==> src/rtl/fpu_pkg.sv <==
// ---------------------------------------------------------------------------
// fpu_pkg
//   Shared types and constants for the floating-point adder sharing logic.
//   fp32_t     : raw IEEE-754 single-precision word
//   FP32_*     : canonical special-value encodings
//   RSP_ID_W   : width of the requester tag carried in a response entry
//   rsp_t      : one response FIFO entry {id, res, ovf}
// ---------------------------------------------------------------------------
package fpu_pkg;

    typedef logic [31:0] fp32_t;

    localparam fp32_t FP32_QNAN    = 32'h7FC00000;
    localparam fp32_t FP32_POS_INF = 32'h7F800000;
    localparam fp32_t FP32_NEG_INF = 32'hFF800000;

    // Tag width of a response entry. It has to equal the arbiter's ID_W,
    // which is $clog2(NUM_REQ); 2 covers the standard four-requester build.
    localparam int RSP_ID_W = 2;

    typedef struct packed {
        logic [RSP_ID_W-1:0] id;
        fp32_t               res;
        logic                ovf;
    } rsp_t;

endpackage

==> src/rtl/rr_arbiter.sv <==
// ---------------------------------------------------------------------------
// rr_arbiter
//   Purely combinational round-robin grant logic. The pointer register
//   lives in the parent; this block only computes the grant for this cycle
//   and the pointer value that should follow it.
//   req_i     : per-requester valid
//   en_i      : when low, no grant is issued
//   ptr_i     : index with the highest priority this cycle
//   gnt_o     : one-hot grant (all zero when nothing is granted)
//   ptr_nxt_o : winner+1 (mod NUM_REQ), or ptr_i when nothing is granted
// ---------------------------------------------------------------------------
module rr_arbiter #(
    parameter int NUM_REQ = 4,
    parameter int PTR_W   = $clog2(NUM_REQ)
) (
    input  logic [NUM_REQ-1:0] req_i,
    input  logic               en_i,
    input  logic [PTR_W-1:0]   ptr_i,
    output logic [NUM_REQ-1:0] gnt_o,
    output logic [PTR_W-1:0]   ptr_nxt_o
);

    logic             found;
    logic [PTR_W-1:0] idx;

    // Walk the requesters starting at ptr_i and wrapping; the first valid
    // one wins and the pointer moves just past it.
    always_comb begin
        gnt_o     = '0;
        ptr_nxt_o = ptr_i;
        found     = 1'b0;
        idx       = '0;
        for (int k = 0; k < NUM_REQ; k++) begin
            idx = PTR_W'((int'(ptr_i) + k) % NUM_REQ);
            if (en_i && !found && req_i[idx]) begin
                gnt_o[idx] = 1'b1;
                ptr_nxt_o  = PTR_W'((int'(idx) + 1) % NUM_REQ);
                found      = 1'b1;
            end
        end
    end

endmodule

==> src/rtl/fp_add_arbiter.sv <==
// ---------------------------------------------------------------------------
// fp_add_arbiter
//   Shares one fixed-latency fp32 adder between NUM_REQ requesters using a
//   round-robin grant. Results come back tagged with the requester ID
//   through a show-ahead response FIFO. A credit counter bounds the number
//   of operations in flight, so the FIFO can never overflow even though the
//   adder itself cannot stall.
//   clk, rst              : clock, asynchronous active-high reset
//   req_vld/req_a/req_b   : per-requester valid and packed operands
//   req_rdy               : one-hot grant (combinational)
//   add_a/add_b/add_vld   : registered issue to the adder
//   add_res/_vld/add_ovf  : adder result, ADD_LAT cycles after add_vld
//   rsp_vld/id/res/ovf    : head of the response FIFO
//   rsp_rdy               : pops the head when rsp_vld is high
// ---------------------------------------------------------------------------
module fp_add_arbiter
    import fpu_pkg::*;
#(
    parameter int NUM_REQ = 4,
    parameter int ID_W    = $clog2(NUM_REQ),
    parameter int ADD_LAT = 1,
    parameter int DEPTH   = 4
) (
    input  logic                 clk,
    input  logic                 rst,
    input  logic [NUM_REQ-1:0]   req_vld,
    input  logic [NUM_REQ*32-1:0] req_a,
    input  logic [NUM_REQ*32-1:0] req_b,
    output logic [NUM_REQ-1:0]   req_rdy,
    output logic [31:0]          add_a,
    output logic [31:0]          add_b,
    output logic                 add_vld,
    input  logic [31:0]          add_res,
    input  logic                 add_res_vld,
    input  logic                 add_ovf,
    output logic                 rsp_vld,
    output logic [ID_W-1:0]      rsp_id,
    output logic [31:0]          rsp_res,
    output logic                 rsp_ovf,
    input  logic                 rsp_rdy
);

    localparam int PTR_W = (DEPTH > 1) ? $clog2(DEPTH) : 1;
    localparam int CNT_W = $clog2(DEPTH + 1);

    // Grant / credit state
    logic [CNT_W-1:0]   outstanding_q, outstanding_d;
    logic [ID_W-1:0]    rr_ptr_q, rr_ptr_d;
    logic               arb_en;
    logic [NUM_REQ-1:0] gnt;
    logic               accept;
    logic [ID_W-1:0]    acc_id;
    fp32_t              acc_a, acc_b;

    // Issue register and tag pipeline
    fp32_t              add_a_q, add_b_q;
    logic               add_vld_q;
    logic [ID_W-1:0]    issue_id_q;
    logic [ID_W-1:0]    tag_q [ADD_LAT];

    // Response FIFO
    rsp_t               fifo_q [DEPTH];
    logic [PTR_W-1:0]   wr_ptr_q, rd_ptr_q;
    logic [CNT_W-1:0]   count_q, count_d;
    logic               push, pop;
    rsp_t               wr_entry, head;

    function automatic logic [PTR_W-1:0] ptr_inc(input logic [PTR_W-1:0] p);
        return (p == PTR_W'(DEPTH - 1)) ? '0 : p + 1'b1;
    endfunction

    // Reset gates the grant so req_rdy is low for the whole reset pulse,
    // not only after the registers clear. A pop frees its credit only once
    // outstanding_q has updated, which keeps the grant path short.
    assign arb_en = !rst && (outstanding_q != CNT_W'(DEPTH));

    rr_arbiter #(
        .NUM_REQ (NUM_REQ),
        .PTR_W   (ID_W)
    ) u_rr_arbiter (
        .req_i     (req_vld),
        .en_i      (arb_en),
        .ptr_i     (rr_ptr_q),
        .gnt_o     (gnt),
        .ptr_nxt_o (rr_ptr_d)
    );

    assign req_rdy = gnt;
    assign accept  = |gnt;

    // Select the winning requester's operands and turn the one-hot grant
    // into a tag.
    always_comb begin
        acc_id = '0;
        acc_a  = '0;
        acc_b  = '0;
        for (int i = 0; i < NUM_REQ; i++) begin
            if (gnt[i]) begin
                acc_id = ID_W'(i);
                acc_a  = req_a[32*i +: 32];
                acc_b  = req_b[32*i +: 32];
            end
        end
    end

    // Credits cover every stage from the issue register to the FIFO head.
    always_comb begin
        outstanding_d = outstanding_q;
        case ({accept, pop})
            2'b10:   outstanding_d = outstanding_q + 1'b1;
            2'b01:   outstanding_d = outstanding_q - 1'b1;
            default: outstanding_d = outstanding_q;
        endcase
    end

    // Issue register: operands hold between accepts; add_vld is a
    // one-cycle strobe per accept.
    always_ff @(posedge clk or posedge rst) begin
        if (rst) begin
            add_vld_q     <= 1'b0;
            add_a_q       <= '0;
            add_b_q       <= '0;
            issue_id_q    <= '0;
            rr_ptr_q      <= '0;
            outstanding_q <= '0;
        end else begin
            add_vld_q     <= accept;
            rr_ptr_q      <= rr_ptr_d;
            outstanding_q <= outstanding_d;
            if (accept) begin
                add_a_q    <= acc_a;
                add_b_q    <= acc_b;
                issue_id_q <= acc_id;
            end
        end
    end

    assign add_a   = add_a_q;
    assign add_b   = add_b_q;
    assign add_vld = add_vld_q;

    // The tag shifts every cycle; the last stage lines up with add_res_vld
    // because the adder has a fixed latency. Stale tags between results
    // are harmless since only add_res_vld writes the FIFO.
    always_ff @(posedge clk or posedge rst) begin
        if (rst) begin
            for (int k = 0; k < ADD_LAT; k++) tag_q[k] <= '0;
        end else begin
            tag_q[0] <= issue_id_q;
            for (int k = 1; k < ADD_LAT; k++) tag_q[k] <= tag_q[k-1];
        end
    end

    assign push        = add_res_vld;
    assign pop         = rsp_vld && rsp_rdy;
    assign wr_entry.id  = RSP_ID_W'(tag_q[ADD_LAT-1]);
    assign wr_entry.res = add_res;
    assign wr_entry.ovf = add_ovf;

    always_comb begin
        count_d = count_q;
        case ({push, pop})
            2'b10:   count_d = count_q + 1'b1;
            2'b01:   count_d = count_q - 1'b1;
            default: count_d = count_q;
        endcase
    end

    // Response FIFO storage. Entries are cleared on reset so the show-ahead
    // outputs read as zero until the first result lands.
    always_ff @(posedge clk or posedge rst) begin
        if (rst) begin
            for (int k = 0; k < DEPTH; k++) fifo_q[k] <= '0;
            wr_ptr_q <= '0;
            rd_ptr_q <= '0;
            count_q  <= '0;
        end else begin
            if (push) begin
                fifo_q[wr_ptr_q] <= wr_entry;
                wr_ptr_q         <= ptr_inc(wr_ptr_q);
            end
            if (pop) begin
                rd_ptr_q <= ptr_inc(rd_ptr_q);
            end
            count_q <= count_d;
        end
    end

    assign head    = fifo_q[rd_ptr_q];
    assign rsp_vld = (count_q != '0);
    assign rsp_id  = ID_W'(head.id);
    assign rsp_res = head.res;
    assign rsp_ovf = head.ovf;

    // The credit limit guarantees a free slot for every result.
    a_no_fifo_overflow: assert property (@(posedge clk) disable iff (rst)
        !(push && !pop && (count_q == CNT_W'(DEPTH))));

endmodule

==> config.mk <==
export PLATFORM = sky130hd
export DESIGN_NAME = fp_add_arbiter
export DESIGN_NICKNAME = d
export VERILOG_FILES = /design/src/rtl/fpu_pkg.sv /design/src/rtl/rr_arbiter.sv /design/src/rtl/fp_add_arbiter.sv
export SDC_FILE = /design/constraint.sdc
export NUM_CORES = 1
export LEC_CHECK = 0
export CAP_MARGIN = 25
export CORE_MARGIN = 2
export CORE_UTILIZATION = 49
export DETAILED_ROUTE_END_ITERATION = 6
export PLACE_DENSITY_LB_ADDON = 0.25
export SETUP_SLACK_MARGIN = 0.02
export SLEW_MARGIN = 40
export SYNTH_ARGS = -nofsm -noshare
export SYNTH_HDL_FRONTEND = slang
export SYNTH_HIERARCHICAL = 1
export SYNTH_SLANG_ARGS = --single-unit
==> constraint.sdc <==
create_clock -name clk -period 14.4 [get_ports clk]
set_input_delay 2.88 -clock clk [delete_from_list [all_inputs] [get_ports clk]]
set_output_delay 2.88 -clock clk [all_outputs]
set_load 0.02 [all_outputs]
==> metrics.yaml <==
drv_slew: 0
die-height_um: 156.8
cts_setup_buffers: 0
antenna_found_initial: 5
ir_worst_vdd_mv: 0.2363
final_common_cell: "clkdlybuf4s50_1"
syn_area_um2: 11440
rsz0062_at_grt: "no"
power_mw: 4.304
yosysSeqAreaShare_pct: 48.34
clock_sinks: 221
avgSynthCellArea_um2: 12.70
grt_overflow_total: 0
fill_cells: 1645
via_per_inst: 5.815
synth_seq_cells: 221
start_util_pct: 50.23
first_iter_violations: 579
path_clk_slew_ps: 50
drc: 0
tightest_slew_ps: 837.6
ant_nets: 0
num_vias: 9280
period_minus_slack_ps: 9131
critPathCaptureType: "output port"
cts_buffers: 25
htreeDepth: 1
die_x_um: 156.8
crit_path_start_kind: "input pin"
synth_cells: 901
core.rowCount: 55
clockBufferDepth: 3
status: "finished, final reports clean"
final_cell_mix: "clkdlybuf4s50_1, dfrtp_1, mux2_2"
dr.pass1.iters: 5
gp_congestion: 0.8905
drive_gt1_share_pct: 18.86
nets: 1575
grt_start_max_net_pins: 145
grt_pass1_wl_um: 53850
grt_usage_pct: 28.44
dp.cells: 1548
io_pins: 402
final.setup.tns_ps: 0
ys.warnings.count: 6
multi_input_area_um2: 5434
setup_viol: 0
p_leak_nw: 6.553
synth-async-reset-ratio_pct: 100.0
hold_class: "reg -> reg"
hpwlAfterDp_um: 25170
syn2layout_area_growth_pct: 43.15
layout.area.seq_um2: 5532
synth-edff-count: 0
clock-root-buffer: "clkbuf_16"
arrival_ps: 6250
wire_per_inst_um: 22.35
cp.required_ps: 11520
io_buffer_count: 401
ys.flop_type: "dfrtp_1"
tritoncts: "done"
grt_pass1_vias: 9486
hold_viol: 0
die-area_um2: 24590
postCtsHoldBufs: 0
clkLatencyLatePin_ps: 530
layout.cells.non_filler: 1596
routed_wirelength_um: 35670
core_um2: 22780
cts_resized: 0
ys_types: 43
crit_fanout: 53
fin_crit_sh_pct: 63.41
p_per_area_nw_per_um2: 262.8
max_cap_violations: 0
crit_type: "in -> out"
fin_skew_ps: 26.15
slew_headroom_pct: 44.16
synth_nets: 1214
timing.fmax_mhz: 109.5
==> per-layer routing <==
| metal | up-vias | GRT usage [%] | share of wire, % | wire length [um] |
|---|---|---|---|---|
| li1 | 4155 | - | - | - |
| met1 | 4663 | 35.87 | 38 | 13690 |
| met2 | 395 | 46.78 | 49 | 17590 |
| met3 | 67 | 8.696 | 8.8 | 3156 |
| met4 | 0 | 9.436 | 3.5 | 1231 |
| met5 | - | 0 | 0 | 0 |
==> sequential cells by signal, summed over array words and instances (netlist names), 3 cells and up <==
register / cells
fifo_q: 140
add_b: 32
add_a: 32
outstanding_q: 3
count_q: 3
==> cells in the mapped netlist, types with 4 or more instances <==
cell type | n | area, um2
nand2_1 | 75 | 281.5
nor2b_1 | 4 | 25.02
clkbuf_1 | 19 | 71.32
buf_6 | 9 | 101.4
xor2_1 | 4 | 35.03
inv_1 | 14 | 52.55
a21oi_1 | 67 | 335.3
dfrtp_1 | 221 | 5530
nand3b_1 | 64 | 480.5
ha_1 | 14 | 175.2
a221o_1 | 68 | 680.7
o22a_1 | 64 | 560.5
buf_2 | 41 | 205.2
a22oi_1 | 4 | 30.03
nor2_1 | 8 | 30.03
mux4_2 | 38 | 855.8
mux2_2 | 144 | 1622
buf_4 | 9 | 67.56
==> logic make-up (layout without fill, tap and decap cells) <==
logic type,Yosys count,in the layout,synth area share [%]
other,0,5,0
buffers and inverters,95,472,4.451
and+or+nand+nor,164,164,8.202
AOI/OAI and AO/OA,212,212,14.58
muxes,186,186,22.01
xor gates and xnor gates,7,7,0.5359
adders and majority gates,16,16,1.881
DFF,221,221,48.34
==> final cells by class <==
class / count / area share (%)
diodes: 5 / 0.07639
clock buffers: 38 / 4.423
clock inverters: 5 / 0.5653
inverters: 15 / 0.4202
multi-input cells: 585 / 33.18
flip-flops and latches: 221 / 33.77
well taps: 313 / 2.391
repair buffers: 414 / 25.17
==> through the flow <==
stage	hold WS, ps	worst slack [ps]	util [%]	area (um2)
2_1_floorplan	353.5	5471	-	11440
3_3_place_gp	370.4	5426	68.19	15530
3_5_place_dp	381.4	5332	68.23	15540
4_1_cts	392.9	5332	71.82	16360
5_1_grt	406.6	5031	71.90	16380
6_report	397.1	5269	71.90	16380
==> power by group <==
part	switching [mW]	total (mW)	leakage (nW)	internal (mW)
Clock	0.254	0.636	0.396	0.382
Combinational	1.23	2.52	3.54	1.29
Sequential	0.185	1.15	2.62	0.966
==> critical path: stages <==
cell	delay, ps
clkdlybuf4s50_1	550
a31oi_1	600
nand2_1	110
o22ai_1	270
or2b_1	330
nor2_4	190
a221o_4	590
clkdlybuf4s50_1	720
==> final timing paths <==
path / startpoint / slack [ps] / to / cells past startpoint
max: rst / 5270 / req_rdy[3] / 8
max reg2reg: rr_ptr_q[0]$_DFF_PP0_ / 9420 / outstanding_q[2]$_DFFE_PP0P_ / 16
max in group asynchronous: rst / 10250 / add_b[20]$_DFFE_PP0P_ / 3
min in group asynchronous: rst / 2970 / add_b[3]$_DFFE_PP0P_ / 2
min reg2reg: issue_id_q[0]$_DFFE_PP0P_ / 400 / tag_q[0]$_DFF_PP0_ / 0
min: issue_id_q[0]$_DFFE_PP0P_ / 400 / tag_q[0]$_DFF_PP0_ / 0
Note: power is estimated with default switching activity, not from simulation.
